**src/rtl/ram_arbiter.sv**
```systemverilog
// Two-port arbiter for the single-port data RAM.
// Byte-strobe writes use a one-cycle read-modify-write.
module ram_arbiter #(
    parameter int ADDR_W    = 13,
    parameter int DATA_W    = 32,
    parameter int PRIO_MODE = 0
) (
    input  logic                clk,
    input  logic                rst_n,
    input  logic                p0_req_valid,
    output logic                p0_req_ready,
    input  logic                p0_req_we,
    input  logic [ADDR_W-1:0]   p0_req_addr,
    input  logic [DATA_W-1:0]   p0_req_wdata,
    input  logic [DATA_W/8-1:0] p0_req_wstrb,
    output logic                p0_resp_valid,
    output logic [DATA_W-1:0]   p0_resp_rdata,
    input  logic                p1_req_valid,
    output logic                p1_req_ready,
    input  logic                p1_req_we,
    input  logic [ADDR_W-1:0]   p1_req_addr,
    input  logic [DATA_W-1:0]   p1_req_wdata,
    input  logic [DATA_W/8-1:0] p1_req_wstrb,
    output logic                p1_resp_valid,
    output logic [DATA_W-1:0]   p1_resp_rdata,
    output logic [ADDR_W-1:0]   mem_addr,
    output logic [DATA_W-1:0]   mem_wdata,
    output logic                mem_wr,
    input  logic [DATA_W-1:0]   mem_rdata
);
    localparam int SW = DATA_W / 8;

    typedef enum logic {S_IDLE, S_RMW} state_t;

    state_t            state_q, state_d;
    logic              last_grant_q, last_grant_d;
    logic              p0_rv_q, p0_rv_d, p1_rv_q, p1_rv_d;
    logic [DATA_W-1:0] p0_rd_q, p0_rd_d, p1_rd_q, p1_rd_d;
    logic [ADDR_W-1:0] rmw_addr_q, rmw_addr_d;
    logic [DATA_W-1:0] rmw_wdata_q, rmw_wdata_d;
    logic [SW-1:0]     rmw_wstrb_q, rmw_wstrb_d;
    logic              rmw_port_q, rmw_port_d;
    logic [DATA_W-1:0] rmw_old_q, rmw_old_d;

    logic              p0_win, p1_win;
    logic              rdy0, rdy1, wr_int;
    logic              sel_we;
    logic [ADDR_W-1:0] sel_addr;
    logic [DATA_W-1:0] sel_wdata, merged, resp_data;
    logic [SW-1:0]     sel_wstrb;
    logic              resp_fire, resp_port;

    // last_grant_q==1 means port 1 won last, so port 0 wins contention
    always_comb begin
        p0_win = 1'b0;
        p1_win = 1'b0;
        if (p0_req_valid && p1_req_valid) begin
            if (PRIO_MODE == 1) p0_win = 1'b1;
            else begin
                p0_win = last_grant_q;
                p1_win = ~last_grant_q;
            end
        end else begin
            p0_win = p0_req_valid;
            p1_win = p1_req_valid;
        end
    end

    assign sel_we    = p1_win ? p1_req_we    : p0_req_we;
    assign sel_addr  = p1_win ? p1_req_addr  : p0_req_addr;
    assign sel_wdata = p1_win ? p1_req_wdata : p0_req_wdata;
    assign sel_wstrb = p1_win ? p1_req_wstrb : p0_req_wstrb;

    always_comb begin
        merged = rmw_old_q;
        for (int i = 0; i < SW; i++) begin
            if (rmw_wstrb_q[i]) merged[8*i +: 8] = rmw_wdata_q[8*i +: 8];
        end
    end

    always_comb begin
        state_d      = state_q;
        last_grant_d = last_grant_q;
        rmw_addr_d   = rmw_addr_q;
        rmw_wdata_d  = rmw_wdata_q;
        rmw_wstrb_d  = rmw_wstrb_q;
        rmw_port_d   = rmw_port_q;
        rmw_old_d    = rmw_old_q;
        mem_addr     = '0;
        mem_wdata    = '0;
        wr_int       = 1'b0;
        rdy0         = 1'b0;
        rdy1         = 1'b0;
        resp_fire    = 1'b0;
        resp_port    = 1'b0;
        resp_data    = '0;
        unique case (state_q)
            S_IDLE: begin
                rdy0 = p0_win;
                rdy1 = p1_win;
                if (p0_win || p1_win) begin
                    mem_addr     = sel_addr;
                    last_grant_d = p1_win;
                    resp_port    = p1_win;
                    resp_fire    = 1'b1;
                    resp_data    = mem_rdata;
                    if (sel_we && (&sel_wstrb)) begin
                        wr_int    = 1'b1;
                        mem_wdata = sel_wdata;
                        resp_data = sel_wdata;
                    end else if (sel_we && (|sel_wstrb)) begin
                        resp_fire   = 1'b0;
                        state_d     = S_RMW;
                        rmw_addr_d  = sel_addr;
                        rmw_wdata_d = sel_wdata;
                        rmw_wstrb_d = sel_wstrb;
                        rmw_port_d  = p1_win;
                        rmw_old_d   = mem_rdata;
                    end
                end
            end
            S_RMW: begin
                mem_addr  = rmw_addr_q;
                mem_wdata = merged;
                wr_int    = 1'b1;
                resp_fire = 1'b1;
                resp_port = rmw_port_q;
                resp_data = merged;
                state_d   = S_IDLE;
            end
        endcase
        p0_rv_d = resp_fire && !resp_port;
        p1_rv_d = resp_fire && resp_port;
        p0_rd_d = p0_rv_d ? resp_data : p0_rd_q;
        p1_rd_d = p1_rv_d ? resp_data : p1_rd_q;
    end

    // Gated so a reset landing mid-RMW can never corrupt RAM
    assign mem_wr       = rst_n & wr_int;
    assign p0_req_ready = rst_n & rdy0;
    assign p1_req_ready = rst_n & rdy1;

    assign p0_resp_valid = p0_rv_q;
    assign p1_resp_valid = p1_rv_q;
    assign p0_resp_rdata = p0_rd_q;
    assign p1_resp_rdata = p1_rd_q;

    always_ff @(posedge clk or negedge rst_n) begin
        if (!rst_n) begin
            state_q      <= S_IDLE;
            last_grant_q <= 1'b1;
            p0_rv_q      <= 1'b0;
            p1_rv_q      <= 1'b0;
            p0_rd_q      <= '0;
            p1_rd_q      <= '0;
            rmw_addr_q   <= '0;
            rmw_wdata_q  <= '0;
            rmw_wstrb_q  <= '0;
            rmw_port_q   <= 1'b0;
            rmw_old_q    <= '0;
        end else begin
            state_q      <= state_d;
            last_grant_q <= last_grant_d;
            p0_rv_q      <= p0_rv_d;
            p1_rv_q      <= p1_rv_d;
            p0_rd_q      <= p0_rd_d;
            p1_rd_q      <= p1_rd_d;
            rmw_addr_q   <= rmw_addr_d;
            rmw_wdata_q  <= rmw_wdata_d;
            rmw_wstrb_q  <= rmw_wstrb_d;
            rmw_port_q   <= rmw_port_d;
            rmw_old_q    <= rmw_old_d;
        end
    end

endmodule

```
**config.mk**
```make
export PLATFORM = sky130hd
export DESIGN_NAME = ram_arbiter
export DESIGN_NICKNAME = d
export VERILOG_FILES = /design/src/rtl/ram_arbiter.sv
export SDC_FILE = /design/constraint.sdc
export NUM_CORES = 1
export LEC_CHECK = 0
export ABC_AREA = 0
export CORE_ASPECT_RATIO = 1.4
export CORE_UTILIZATION = 51
export DETAILED_ROUTE_END_ITERATION = 10
export PLACE_DENSITY = 0.87
export SETUP_SLACK_MARGIN = 0.02
export SYNTH_ARGS = -nofsm -noshare
export SYNTH_HDL_FRONTEND = slang
export SYNTH_SLANG_ARGS = --single-unit
```
**constraint.sdc**
```tcl
create_clock -name clk -period 3.03 [get_ports clk]
set_input_delay 0.606 -clock clk [delete_from_list [all_inputs] [get_ports clk]]
set_output_delay 0.606 -clock clk [all_outputs]
set_load 0.005 [all_outputs]
```
==> impl_table.tex <==
\begin{tabular}{lr}
\hline
Metric & Value \\
\hline
\multicolumn{2}{l}{\textbf{Status}} \\
Result of the run & complete, but fails checks \\
Failing checks & negative setup slack \\
\multicolumn{2}{l}{\textbf{Synthesis}} \\
Synth Warn \# & 0 \\
Top cells by area in the synthesized netlist & sky130\_fd\_sc\_hd\_\_dfrtp\_1 (47\%), sky130\_fd\_sc\_hd\_\_mux2\_2 (8.8\%), sky130\_fd\_sc\_hd\_\_mux2i\_1 (7.7\%), sky130\_fd\_sc\_hd\_\_nand2\_1 (6.8\%), sky130\_fd\_sc\_hd\_\_o21ai\_1 (3.2\%) \\
Prevailing post-synth register cell & sky130\_fd\_sc\_hd\_\_dfrtp\_1 \\
Sequential-to-total area share from yosys stat & 47.1\% \\
Share of Yosys cell area claimed by the top area cell type & 46.8\% \\
Most used standard cell by instance count after synthesis & sky130\_fd\_sc\_hd\_\_dfrtp\_1 \\
Most frequent cells after synthesis & sky130\_fd\_sc\_hd\_\_dfrtp\_1 (149), sky130\_fd\_sc\_hd\_\_nand2\_1 (144), sky130\_fd\_sc\_hd\_\_mux2\_2 (62), sky130\_fd\_sc\_hd\_\_mux2i\_1 (61), sky130\_fd\_sc\_hd\_\_o21ai\_1 (51) \\
Synthesized net count & 932 \\
Area leader, netlist & sky130\_fd\_sc\_hd\_\_dfrtp\_1 \\
Count of distinct cell types in the synthesized netlist & 46 \\
Async SR Flop Fraction & 100\% \\
Synth Cell Area & 7960 sq um \\
Number of enable-type register cells in the synthesized netlist & 0 \\
Number of register bits inferred by synthesis & 150 \\
Mean post-synth cell area & 10.0 sq um \\
Synthesized instance count & 796 \\
\multicolumn{2}{l}{\textbf{STA}} \\
Final Cycle Share & 100\% \\
Transition time of the tightest slew-check pin & 0.815 ns \\
Setup repair after global routing missed its margin & yes \\
Final count of negative-setup-slack endpoints & 1 \\
Worst hold margin & 0.297 ns \\
Final critical-path setup slack & -0.00492 ns \\
Maximum clock frequency & 0.329 GHz \\
Max transition margin & 45.7\% \\
Final number of max-transition violations & 0 \\
Clock Skew & 0.00939 ns \\
Shortest clock period the worst path allows after layout & 3.03 ns \\
Setup tns final & -0.00492 ns \\
Hold Fails Final Rpt & 0 \\
\multicolumn{2}{l}{\textbf{Layout}} \\
Final Core Density & 80.6\% \\
Fraction of final layout cells with drive strength greater than 1 & 22.0\% \\
Finished Layout Cells & 1309 \\
Nets & 1237 \\
Layout overhead on the synthesized area & 53.0\% \\
\multicolumn{2}{l}{\textbf{GRT}} \\
Via count of the first global-routing pass & 8609 \\
Global-route wire length before repair & 44700 um \\
Pin count of the biggest net entering global routing & 151 \\
Initial antenna violation count & 3 \\
Remaining global-route overflow & 0 \\
Global routing usage summed across all routing layers & 36.9\% \\
\multicolumn{2}{l}{\textbf{Critical path}} \\
Cell seen most often among critical-path stages & sky130\_fd\_sc\_hd\_\_buf\_4 \\
Crit path largest cell delay & 0.57 ns \\
Critical Path Start & last\_grant\_q\$\_DFFE\_PN1P\_ \\
Data required time of the critical path & 2.42 ns \\
Startpoint Class & flip-flop \\
Termination of the worst setup path & mem\_wdata[12] \\
Chain of cells forming the critical path & a21boi\_4 -> buf\_4 -> o21ai\_2 -> nand2\_2 -> buf\_4 -> bufbuf\_16 -> o21ai\_1 -> clkdlybuf4s15\_1 \\
Nature of the critical path endpoint & output port \\
Reg2Reg Setup Slack & 0.53 ns \\
Startpoint-to-endpoint class of the critical path & reg2out \\
Count of cells along the worst register-to-register path & 9 \\
Reg-to-reg critical path endpoint & p0\_resp\_rdata[28]\$\_DFFE\_PN0P\_ \\
Origin of the critical flop-to-flop path & last\_grant\_q\$\_DFFE\_PN1P\_ \\
Slowest-stage cell, CP & sky130\_fd\_sc\_hd\_\_dfstp\_2 \\
Arrival time at the worst endpoint & 2.43 ns \\
Peak fanout along the critical path & 6 \\
\multicolumn{2}{l}{\textbf{Clock tree}} \\
TritonCTS clock tree & built \\
Clock transition at the registers of the reported paths & 0.06 ns \\
CTS Buf Count & 17 \\
Library cell used as clock root buffer & sky130\_fd\_sc\_hd\_\_clkbuf\_16 \\
Total of hold buffers inserted after clock tree synthesis & 0 \\
Deepest clock path buffer count & 2 \\
Sinks on the clock net & 150 \\
H-tree depth & 4 \\
Clock latency on the worst-skew pair & 0.43 ns \\
\multicolumn{2}{l}{\textbf{Route}} \\
Pre-Repair DR Iteration Count & 5 \\
Via count & 8298 \\
Residual DRC count & 0 \\
Initial detailed-routing violation count & 641 \\
WL/cell & 22.7 um \\
Routed wire length & 29700 um \\
Post-route antenna net violation count & 0 \\
Via density & 6.34 \\
\multicolumn{2}{l}{\textbf{Floorplanning}} \\
Standard-cell row count & 53 \\
Die W & 108 um \\
Die area & 16100 sq um \\
I/O pin count & 250 \\
Vert. Die Dim & 150 um \\
Initial standard-cell utilization of the core & 52.7\% \\
Core region area & 15100 sq um \\
\multicolumn{2}{l}{\textbf{Pwr}} \\
Areal power density over the cells & 781 nW/um\^{}2 \\
Worst voltage drop across the vdd grid & 0.502 mV \\
Leakage dissipation & 5.33 nW \\
\multicolumn{2}{l}{\textbf{Job}} \\
Maximum Capacitance Violations & 0 \\
\multicolumn{2}{l}{\textbf{Hold path}} \\
Hold Crit Class & in2async \\
\multicolumn{2}{l}{\textbf{Place}} \\
RePlAce Congestion & 0.870 \\
Half-perimeter wire length after detailed placement & 19000 um \\
Port-buffer cells & 249 \\
Inst Count DP & 1263 \\
\hline
\end{tabular}
-- state kept, by name, summed over array words and instances, names as in the netlist --
| signal | cells |
|---|---|
| p1_resp_valid | 1 |
| p0_resp_valid | 1 |
| rmw_old_q | 32 |
| state_q | 1 |
| rmw_addr_q | 13 |
| p1_resp_rdata | 32 |
| rmw_wstrb_q | 4 |
| rmw_wdata_q | 32 |
| p0_resp_rdata | 32 |
| last_grant_q | 1 |
| rmw_port_q | 1 |
-- per-stage QoR --
stage	worst slack (ns)	power, mW	cell area, sq um
finish	-0.00492	9.52	12200
global route	-0.0726	9.95	12200
CTS	-0.148	9.40	12100
detailed placement	-0.417	7.06	11300
global placement	-0.317	6.91	11300
floorplan	0.530	4.95	7960
-- logic make-up after synthesis --
group                  Yosys count  share of synthesized area (%)
muxes                          125                           16.7
AOI/OAI and AO/OA              232                           19.3
DFF                            150                           47.1
and+or+nand+nor                218                           12.4
buffers and inverters           71                           4.45
-- layer usage --
layer / track usage (%) / wire length [um]
met4: 27.2 / 1780
met1: 40.3 / 10200
met3: 7.53 / 2410
met5: 0 / 0
met2: 63.0 / 15200
-- report_power, final --
group	total, mW	switching (mW)	leakage (nW)	internal (mW)
Combinational	3.82	1.64	3.27	2.18
Sequential	3.38	0.557	1.76	2.82
Clock	2.32	0.870	0.299	1.45
Total	9.52	3.07	5.33	6.45
-- placed cells by master (no fill, tap or decap), types with 17 or more instances in the layout --
cell type,count
sky130_fd_sc_hd__nand2_1,142
sky130_fd_sc_hd__nor2_1,20
sky130_fd_sc_hd__dlygate4sd2_1,22
sky130_fd_sc_hd__o2111ai_1,17
sky130_fd_sc_hd__or3_1,36
sky130_fd_sc_hd__clkbuf_16,17
sky130_fd_sc_hd__buf_4,80
sky130_fd_sc_hd__a31oi_1,34
sky130_fd_sc_hd__mux2_2,62
sky130_fd_sc_hd__o21ai_1,66
sky130_fd_sc_hd__dfrtp_1,148
sky130_fd_sc_hd__a211oi_1,17
sky130_fd_sc_hd__mux2i_1,43
sky130_fd_sc_hd__o21ai_0,28
sky130_fd_sc_hd__clkdlybuf4s50_1,200
-- worst min-delay path by stage --
stage	cells past startpoint	slack [ns]	to	start
floorplan	0	0.31	p0_resp_rdata[0]$_DFFE_PN0P_	rst_n
global placement	2	0.46	rmw_wdata_q[5]$_DFFE_PN0P_	rmw_wdata_q[5]$_DFFE_PN0P_
detailed placement	2	0.47	rmw_wdata_q[26]$_DFFE_PN0P_	rmw_wdata_q[26]$_DFFE_PN0P_
CTS	2	0.37	rmw_addr_q[8]$_DFFE_PN0P_	rst_n
global route	2	0.39	rmw_addr_q[1]$_DFFE_PN0P_	rst_n
finish	2	0.30	rmw_addr_q[6]$_DFFE_PN0P_	rst_n
-- cell type report --
type                            count  area [sq um]
Multi-Input combinational cell    575          4030
Sequential cell                   150          3760
Timing Repair Buffer              352          3490
Fill cell                         914          2940
Clock buffer                       22           474
Tap cell                          192           240
Clock inverter                     10           168
Inverter                            5          18.8
Antenna cell                        3          7.51
-- worst max-delay path, delay by kind of cell (launching register included) --
kind | cells | cell delay [ns]
compound gates | 3 | 0.46
buf+inv | 4 | 0.84
flops | 1 | 0.57
simple gates | 1 | 0.13
-- timing repair --
item	CTS	global route
gates resized for setup	96	43
cloned	2	0
setup buffers	6	3
pin swaps	4	4
endpoints found under the setup margin	47	45
No activity file was read; power rests on OpenSTA's default activity.
